===== config.mk =====
export PLATFORM = sky130hd
export DESIGN_NAME = target_box_extract
export DESIGN_NICKNAME = d
export VERILOG_FILES = /design/src/rtl/target_box_extract.sv
export SDC_FILE = /design/constraint.sdc
export NUM_CORES = 2
export LEC_CHECK = 0
export BUFFER_PORTS_ARGS = -buffer_cell sky130_fd_sc_hd__clkbuf_2
export CAP_MARGIN = 0
export CORE_AREA = 4 4 360 362
export CTS_BUF_LIST = sky130_fd_sc_hd__clkbuf_4
export DETAILED_ROUTE_END_ITERATION = 8
export DIE_AREA = 0 0 364 366
export PLACE_DENSITY = 0.86
export SYNTH_ARGS = -nofsm -noshare
export SYNTH_HDL_FRONTEND = slang
export SYNTH_SLANG_ARGS = --single-unit
export TNS_END_PERCENT = 5

===== constraint.sdc =====
create_clock -name clk -period 51.3 [get_ports clk]
set_input_delay 7.695 -clock clk [delete_from_list [all_inputs] [get_ports clk]]
set_output_delay 7.695 -clock clk [all_outputs]
set_load 0.05 [all_outputs]

===== src/rtl/target_box_extract.sv =====
// target_box_extract: grows up to N_TGT bounding boxes from horizontal runs of
// 1-pixels in a binary mask stream and publishes the previous frame's boxes at
// each frame start.
// Optional build macro TARGET_MIN_SIZE_FILTER_EN: when defined, boxes smaller
// than MIN_W x MIN_H are published as invalid.
module target_box_extract #(
    parameter int IMG_HDISP = 1280,
    parameter int IMG_VDISP = 720,
    parameter int N_TGT     = 10,
    parameter int GAP_X     = 4,
    parameter int GAP_Y     = 2,
    parameter int MIN_W     = 8,
    parameter int MIN_H     = 8
) (
    input  logic                           clk,
    input  logic                           rst,
    input  logic                           per_frame_vsync,
    input  logic                           per_frame_href,
    input  logic                           per_frame_clken,
    input  logic                           per_img_Bit,
    output logic [48*N_TGT-1:0]            target_xy,
    output logic [24*N_TGT-1:0]            target_out,
    output logic [N_TGT-1:0]               target_valid,
    output logic [$clog2(N_TGT+1)-1:0]     target_cnt,
    output logic                           frame_done,
    output logic                           overflow
);

    localparam int CNT_W = $clog2(N_TGT+1);
    localparam logic [11:0] X_LAST = 12'(IMG_HDISP - 1);
    localparam logic [11:0] Y_LAST = 12'(IMG_VDISP - 1);

    typedef enum logic [2:0] {S_WAIT, S_SCAN, S_FLUSH, S_PUBLISH, S_CLEAR} state_t;

    state_t state_q, state_d;

    // href is carried for interface compatibility only; pixel counting uses clken
    logic unused_href;
    assign unused_href = per_frame_href;

    logic vsync_q;
    logic vs_rise;
    assign vs_rise = per_frame_vsync & ~vsync_q;

    logic [11:0] x_q, y_q;

    // open-run tracking
    logic        open_q, open_d;
    logic [11:0] open_s_q, open_s_d;
    logic        close_now;
    logic [11:0] close_s, close_e;

    // closed run waiting to be applied to the slots
    logic        rv_q;
    logic [11:0] rs_q, re_q, ry_q;

    // box slots
    logic [N_TGT-1:0]        occ_q, occ_d;
    logic [N_TGT-1:0][11:0]  up_q, up_d, down_q, down_d, left_q, left_d, right_q, right_d;
    logic                    ovf_q, ovf_d;

    // values that PUBLISH registers
    logic [48*N_TGT-1:0] pub_xy;
    logic [24*N_TGT-1:0] pub_out;
    logic [N_TGT-1:0]    pub_valid;
    logic [CNT_W-1:0]    pub_cnt;

    // frame-sync edge detector
    always_ff @(posedge clk or posedge rst) begin
        if (rst) vsync_q <= 1'b0;
        else     vsync_q <= per_frame_vsync;
    end

    // FSM state register
    always_ff @(posedge clk or posedge rst) begin
        if (rst) state_q <= S_WAIT;
        else     state_q <= state_d;
    end

    // FSM next state: a vsync rise only matters in WAIT and SCAN
    always_comb begin
        state_d = state_q;
        case (state_q)
            S_WAIT:    if (vs_rise) state_d = S_SCAN;
            S_SCAN:    if (vs_rise) state_d = S_FLUSH;
            S_FLUSH:   state_d = S_PUBLISH;
            S_PUBLISH: state_d = S_CLEAR;
            S_CLEAR:   state_d = S_SCAN;
            default:   state_d = S_WAIT;
        endcase
    end

    // pixel position counters; vsync rise restarts them at the origin
    always_ff @(posedge clk or posedge rst) begin
        if (rst) begin
            x_q <= '0;
            y_q <= '0;
        end else if (vs_rise) begin
            x_q <= '0;
            y_q <= '0;
        end else if (per_frame_clken) begin
            if (x_q == X_LAST) begin
                x_q <= '0;
                if (y_q != Y_LAST) y_q <= y_q + 12'd1;
            end else begin
                x_q <= x_q + 12'd1;
            end
        end
    end

    // run detection: a run is forcibly closed at the last column of a line
    always_comb begin
        open_d    = open_q;
        open_s_d  = open_s_q;
        close_now = 1'b0;
        close_s   = open_s_q;
        close_e   = x_q - 12'd1;
        if (state_q != S_SCAN) begin
            open_d = 1'b0;
        end else if (per_frame_clken) begin
            if (per_img_Bit) begin
                if (x_q == X_LAST) begin
                    close_now = 1'b1;
                    close_s   = open_q ? open_s_q : x_q;
                    close_e   = X_LAST;
                    open_d    = 1'b0;
                end else if (!open_q) begin
                    open_d   = 1'b1;
                    open_s_d = x_q;
                end
            end else if (open_q) begin
                close_now = 1'b1;
                open_d    = 1'b0;
            end
        end
    end

    // open-run state and the registered closed run
    always_ff @(posedge clk or posedge rst) begin
        if (rst) begin
            open_q   <= 1'b0;
            open_s_q <= '0;
            rv_q     <= 1'b0;
            rs_q     <= '0;
            re_q     <= '0;
            ry_q     <= '0;
        end else begin
            open_q   <= open_d;
            open_s_q <= open_s_d;
            rv_q     <= close_now;
            if (close_now) begin
                rs_q <= close_s;
                re_q <= close_e;
                ry_q <= y_q;
            end
        end
    end

    // slot update: extend the lowest matching slot, else allocate the lowest free one
    always_comb begin
        logic matched, placed;
        occ_d   = occ_q;
        up_d    = up_q;
        down_d  = down_q;
        left_d  = left_q;
        right_d = right_q;
        ovf_d   = ovf_q;
        matched = 1'b0;
        placed  = 1'b0;
        if (state_q == S_CLEAR) begin
            occ_d = '0;
            ovf_d = 1'b0;
        end else if (rv_q) begin
            for (int k = 0; k < N_TGT; k++) begin
                if (!matched && occ_q[k]
                    && ({1'b0, rs_q} <= {1'b0, right_q[k]} + 13'(GAP_X))
                    && ({1'b0, re_q} + 13'(GAP_X) >= {1'b0, left_q[k]})
                    && ({1'b0, ry_q} <= {1'b0, down_q[k]} + 13'(GAP_Y))) begin
                    matched = 1'b1;
                    if (rs_q < left_q[k])  left_d[k]  = rs_q;
                    if (re_q > right_q[k]) right_d[k] = re_q;
                    down_d[k] = ry_q;
                end
            end
            if (!matched) begin
                for (int k = 0; k < N_TGT; k++) begin
                    if (!placed && !occ_q[k]) begin
                        placed     = 1'b1;
                        occ_d[k]   = 1'b1;
                        up_d[k]    = ry_q;
                        down_d[k]  = ry_q;
                        left_d[k]  = rs_q;
                        right_d[k] = re_q;
                    end
                end
                if (!placed) ovf_d = 1'b1;
            end
        end
    end

    // slot storage
    always_ff @(posedge clk or posedge rst) begin
        if (rst) begin
            occ_q   <= '0;
            up_q    <= '0;
            down_q  <= '0;
            left_q  <= '0;
            right_q <= '0;
            ovf_q   <= 1'b0;
        end else begin
            occ_q   <= occ_d;
            up_q    <= up_d;
            down_q  <= down_d;
            left_q  <= left_d;
            right_q <= right_d;
            ovf_q   <= ovf_d;
        end
    end

`ifndef TARGET_MIN_SIZE_FILTER_EN
    // size thresholds only matter when the filter is built in
    localparam int UNUSED_MIN_SZ = MIN_W + MIN_H;
`endif

    // publish image of the slots: centres, zeroed invalid slots, popcount
    always_comb begin
        logic [12:0] sx, sy;
        logic        vk;
        pub_xy    = '0;
        pub_out   = '0;
        pub_valid = '0;
        pub_cnt   = '0;
        sx        = '0;
        sy        = '0;
        vk        = 1'b0;
        for (int k = 0; k < N_TGT; k++) begin
`ifdef TARGET_MIN_SIZE_FILTER_EN
            vk = occ_q[k]
                 && ({1'b0, right_q[k]} - {1'b0, left_q[k]} + 13'd1 >= 13'(MIN_W))
                 && ({1'b0, down_q[k]}  - {1'b0, up_q[k]}   + 13'd1 >= 13'(MIN_H));
`else
            vk = occ_q[k];
`endif
            sx = {1'b0, left_q[k]} + {1'b0, right_q[k]};
            sy = {1'b0, up_q[k]} + {1'b0, down_q[k]};
            pub_valid[k] = vk;
            if (vk) begin
                pub_xy[k*48 +: 48] = {up_q[k], down_q[k], left_q[k], right_q[k]};
                pub_out[k*24 +: 24] = {sx[12:1], sy[12:1]};
                pub_cnt = pub_cnt + CNT_W'(1);
            end
        end
    end

    // output registers: refreshed only in PUBLISH, held otherwise
    always_ff @(posedge clk or posedge rst) begin
        if (rst) begin
            target_xy    <= '0;
            target_out   <= '0;
            target_valid <= '0;
            target_cnt   <= '0;
            overflow     <= 1'b0;
            frame_done   <= 1'b0;
        end else begin
            frame_done <= (state_q == S_PUBLISH);
            if (state_q == S_PUBLISH) begin
                target_xy    <= pub_xy;
                target_out   <= pub_out;
                target_valid <= pub_valid;
                target_cnt   <= pub_cnt;
                overflow     <= ovf_q;
            end
        end
    end

endmodule


Word level (Yosys, flattened, before mapping)

Index checks and enable logic that the tools add are counted.
W data, S select, Z words.

Reduce and logical (&&, ||, !) cells: 115
Add/sub/neg operators: 53
Multipliers: 0
Equal/unequal tests: 11
Divide/modulo/power cells: 0
Shifts and indexed selects: 0
$lt $le $gt $ge: 50
Multiplexer cells: 227
Bitwise gates (word level): 7

Operators by type and width:

| cell                    | number |
|---|---|
| $mux W12                | 96 |
| $mux W48                | 10 |
| $mux W120               | 3 |
| $add A12 B12 Y13        | 20 |
| $le A12 B13 Y1          | 20 |
| $mux W24                | 10 |
| $add A12 B3 Y13 const B | 11 |
| $add A12 B2 Y13 const B | 10 |
| $ge A13 B12 Y1          | 10 |
| $gt A12 B12 Y1          | 10 |
| $lt A12 B12 Y1          | 10 |
| $mux W1                 | 93 |
| $logic_and A1 B1 Y1     | 48 |
| $reduce_and A4 Y1       | 11 |
| $add A4 B1 Y4 const B   | 9 |
| $mux W4                 | 9 |
| $reduce_and A3 Y1       | 11 |
| $mux W10                | 3 |
| $reduce_bool A2 Y1      | 14 |
| $logic_not A1 Y1        | 27 |
| $add A12 B1 Y12 const B | 2 |
| $pmux W3 S5             | 1 |
| $eq A12 B11 Y1 const B  | 1 |
| $ne A12 B10 Y1 const B  | 1 |
| 11 further kinds        | 23 |

Output and inout port bits: 736
Memory bits (read-only): 0
Logic and storage cells: 530
Latch bits: 0
Input port bits: 6
Memories: 0
RAM bits: 0
Flip-flop bits (word level): 1,305

Depth between registers and ports, before layout

Word-level depth: 141
Depth in mapped cells: 28
Gate-level depth less buffers: 26

Least setup slack after synthesis

OpenSTA, ideal clock, no wires.

Path type: input to register
Start point: in per_frame_clken
End point: reg y_q[6]
Path slack: 41.917 ns
Data arrival time: 9.305 ns
Stages on the path: 6
Required time: 51.222 ns
Library setup time: 0.078 ns
Buffers on the path: 1
Cell sequence: clkbuf_1 -> a21o_1 -> a21boi_1 -> nand4_1 -> or3_1 -> a21oi_1

Word-level cells in the longest chain between the ends: 2

Ends and longest elaborated chain:

| item                                | RTL line | text |
|---|---|---|
| start, declared                     | 19       | `input logic per_frame_clken,` |
| $reduce_bool A2 Y1 (no source line) | n/a      |  |
| $reduce_and A3 Y1 (no source line)  | n/a      |  |
| end signal, assigned                | 104      | `if (y_q != Y_LAST) y_q <= y_q + 12'd1;` |
| end, declared                       | 45       | `logic [11:0] x_q, y_q;` |

Every way passes these cells.
A chain may end at the register's enable or synchronous reset.

==> results.cfg <==
[logic_synthesis]
syn_area_per_cell_um2 = 9.77
ys_warn_count = 0
synth_top_area_share_pct = 43.3
synth_most_common_cell = nand2_1
synthArstFlopShare_pct = 100
synth_ff_type = dfrtp_1
syn_inst = 7726
syn_area_um2 = 75500
synth_common_cells = nand2_1 (1,455), dfrtp_1 (1,305), ha_1 (845)
synth.distinct_cells = 82
synthTopCellsByArea = dfrtp_1 (43%), ha_1 (14%), nand2_1 (7.2%)
synth_seq_area_share_pct = 43.3
synth_edf_count = 0
synth-seq-cells = 1305
syn-num-nets = 8597
yosys.area.top_type = dfrtp_1

[layout]
area_delta_synth_final_pct = 12.6
nets = 9438
drive_above_1_share_pct = 21.9
fin_cells = 10500
num-fill-cells = 9717
post-route-cell-area_um2 = 84900
multi_input_area_um2 = 40100
fin_util_pct = 67.0
regArea_um2 = 32700

[clock_tree]
numClockSinks = 1305
root_buffer = clkbuf_4
cts_made_buffers = 356
htreeDepth = 5
post-cts-setup-buffers = 0
tritoncts = built
clkLatencyLatePin_ns = 1.43
hold_buffers = 0
cts_buffer_depth = 4
cts.reportedPaths.clkPinSlew_ns = 0.06
cts_resized = 0

[routing]
route.detailed.drc = 0
vias = 64900
drt-pass1-iter-count = 8
ant_nets = 0
drt_iter0_markers = 6592
wl_per_cell_um = 23.7
drt-vias-per-instance = 6.20
drt-total-wl_um = 248000

[power]
switchingPower_mw = 1.08
internal_power_mw = 1.81
combPwrFrac_pct = 30.5
p_leak_nw = 44.5
ir_drop_mv = 0.0315
total_power_mw = 2.89
switching_share_pct = 37.4
p_per_area_nw_per_um2 = 34.1
pwr-share-seq_pct = 38.6
power_frac_clock_pct = 30.9

[setup_path]
critPathSlowestCell = buf_4
cpPeakStageDelay_ns = 0.91
worstPathArrival_ns = 11.26
worstPathCellList = clkbuf_2 > inv_8 > buf_12 > buf_4 > buf_4
crit_type = in -> async
path_common_cell = buf_4
end_kind = async pin
critical_path_peak_fanout = 177
worstPathRequired_ns = 52.61
cp-start-kind = primary input
worst-path-buf-inv = 5
critPathTopFamily = buffers and inverters

[timing]
setup-tns-final_ns = 0
tightest_slew_ns = 1.35
rsz0062_at_grt = no
max-slew-margin-rel_pct = 8.56
finClkSkew_ns = 0.135
timing.final.crit_share_pct = 19.4
setup_viol = 0
finalWorstSetupSlack_ns = 41.35
drv_slew = 0
hold_ws_ns = 0.453
period_needed_ns = 9.95
fmax_mhz = 100
finalHoldViolCount = 0

[run]
drv_cap = 0

[global_route]
grt_pass1_wl_um = 379000
grt_overflow = 0
grt_use_total_pct = 36.8
grt_max_degree = 178
antenna_found_initial = 9
grt_pass1_vias = 65400

[floorplanning]
die_x_um = 364
start_util_pct = 59.6
die_h_um = 366
io_pins = 742
core_um2 = 127000
dieArea_um2 = 133000
rows = 131

[placement]
dpl_cell_area_um2 = 80800
hpwl_um = 176000
dp_slack_ns = 39.85
gp_congestion = 0.946
port_buffers = 740
place_inst = 9871

[hold_path]
hp-class = reg -> reg

[outcome]
outcome = finished, final reports clean
==> sequential cells by signal, summed over array words and instances (netlist names), 12 cells and up <==
register    cells
target_xy     480
target_out    240
down_q        120
left_q        120
right_q       120
up_q          120
open_s_q       12
re_q           12
rs_q           12
ry_q           12
x_q            12
y_q            12
==> cell type report <==
cell class              instances  area share [%]
diodes                         13          0.0383
clock buffers                 492            4.35
clock inverters                80           0.460
inverters                     383            1.71
multi-input cells            5683            47.2
flip-flops and latches       1305            38.5
well taps                    1662            2.45
repair buffers                838            5.27
==> path summary, 6_finish.rpt <==
path                            startpoint         endpoint  slack, ns  depth (start not counted)
setup / recovery                       rst   target_xy[417]      41.35                          5
hold / removal                   up_q[111]   target_xy[471]       0.45                          2
setup reg to reg                   re_q[3]      right_q[66]      43.79                         15
hold reg to reg                  up_q[111]   target_xy[471]       0.45                          2
max in group clk           target_out[111]  target_out[111]      41.37                          1
min in group asynchronous              rst    target_xy[31]       6.53                          2
==> power groups by stage <==
stage / Combinational [mW] / Sequential (mW) / Clock, mW
after floorplan: 0.552 / 1.12 / 0
after global placement: 0.814 / 1.13 / 0
after detailed placement: 0.853 / 1.13 / 0
after CTS: 0.859 / 1.11 / 0.905
after global routing: 0.965 / 1.12 / 0.964
final: 0.882 / 1.12 / 0.895
==> placed cells by master, fill, tap and decap left out, types with 20 or more instances in the layout <==
| cell type | instances |
|---|---|
| nor3_1 | 66 |
| a31o_2 | 24 |
| and2_1 | 27 |
| nor2_1 | 193 |
| o2111ai_1 | 25 |
| nand2_1 | 1454 |
| a211oi_1 | 54 |
| buf_4 | 95 |
| clkbuf_4 | 492 |
| o211ai_1 | 29 |
| a21o_1 | 94 |
| nand4_1 | 91 |
| fa_1 | 20 |
| dfrtp_2 | 40 |
| xor2_1 | 159 |
| a2111oi_0 | 34 |
| nor2b_1 | 40 |
| nand3_1 | 696 |
| and3_1 | 53 |
| a31oi_1 | 30 |
| ha_1 | 845 |
| o21ai_0 | 276 |
| nand2b_1 | 34 |
| o21a_1 | 24 |
| and4_1 | 22 |
| inv_1 | 378 |
| xnor2_1 | 236 |
| o31ai_1 | 108 |
| clkinv_1 | 66 |
| dfrtp_1 | 1265 |
| clkbuf_2 | 740 |
| o21bai_1 | 124 |
| mux2_2 | 466 |
| a21oi_1 | 264 |
==> kinds of logic (layout without fill, tap and decap cells) <==
logic type,after synthesis,after routing,synth area share [%]
DFF,1305,1305,43.3
buffers and inverters,738,1793,3.74
and+or+nand+nor,2741,2741,16.2
muxes,487,487,7.30
AOI/OAI and AO/OA,1187,1187,10.3
adders and majority gates,865,865,14.5
xor gates and xnor gates,403,403,4.69
other,0,13,0
==> worst register-to-register path, delay by kind of cell, from the launching register on <==
family	cells	cell delay, ns
simple gates	3	2.10
compound gates	6	2.04
buf+inv	2	0.75
xor+xnor	1	0.73
fa+ha+maj	2	0.70
flops	1	0.63
mux	1	0.45
==> metal layers <==
metal | track usage [%] | part of all wire, %
met1 | 45.7 | 38
met2 | 56.7 | 45
met5 | 0 | 0
met3 | 10.6 | 10
met4 | 23.0 | 7.0
(Power assumes the default switching activity.)
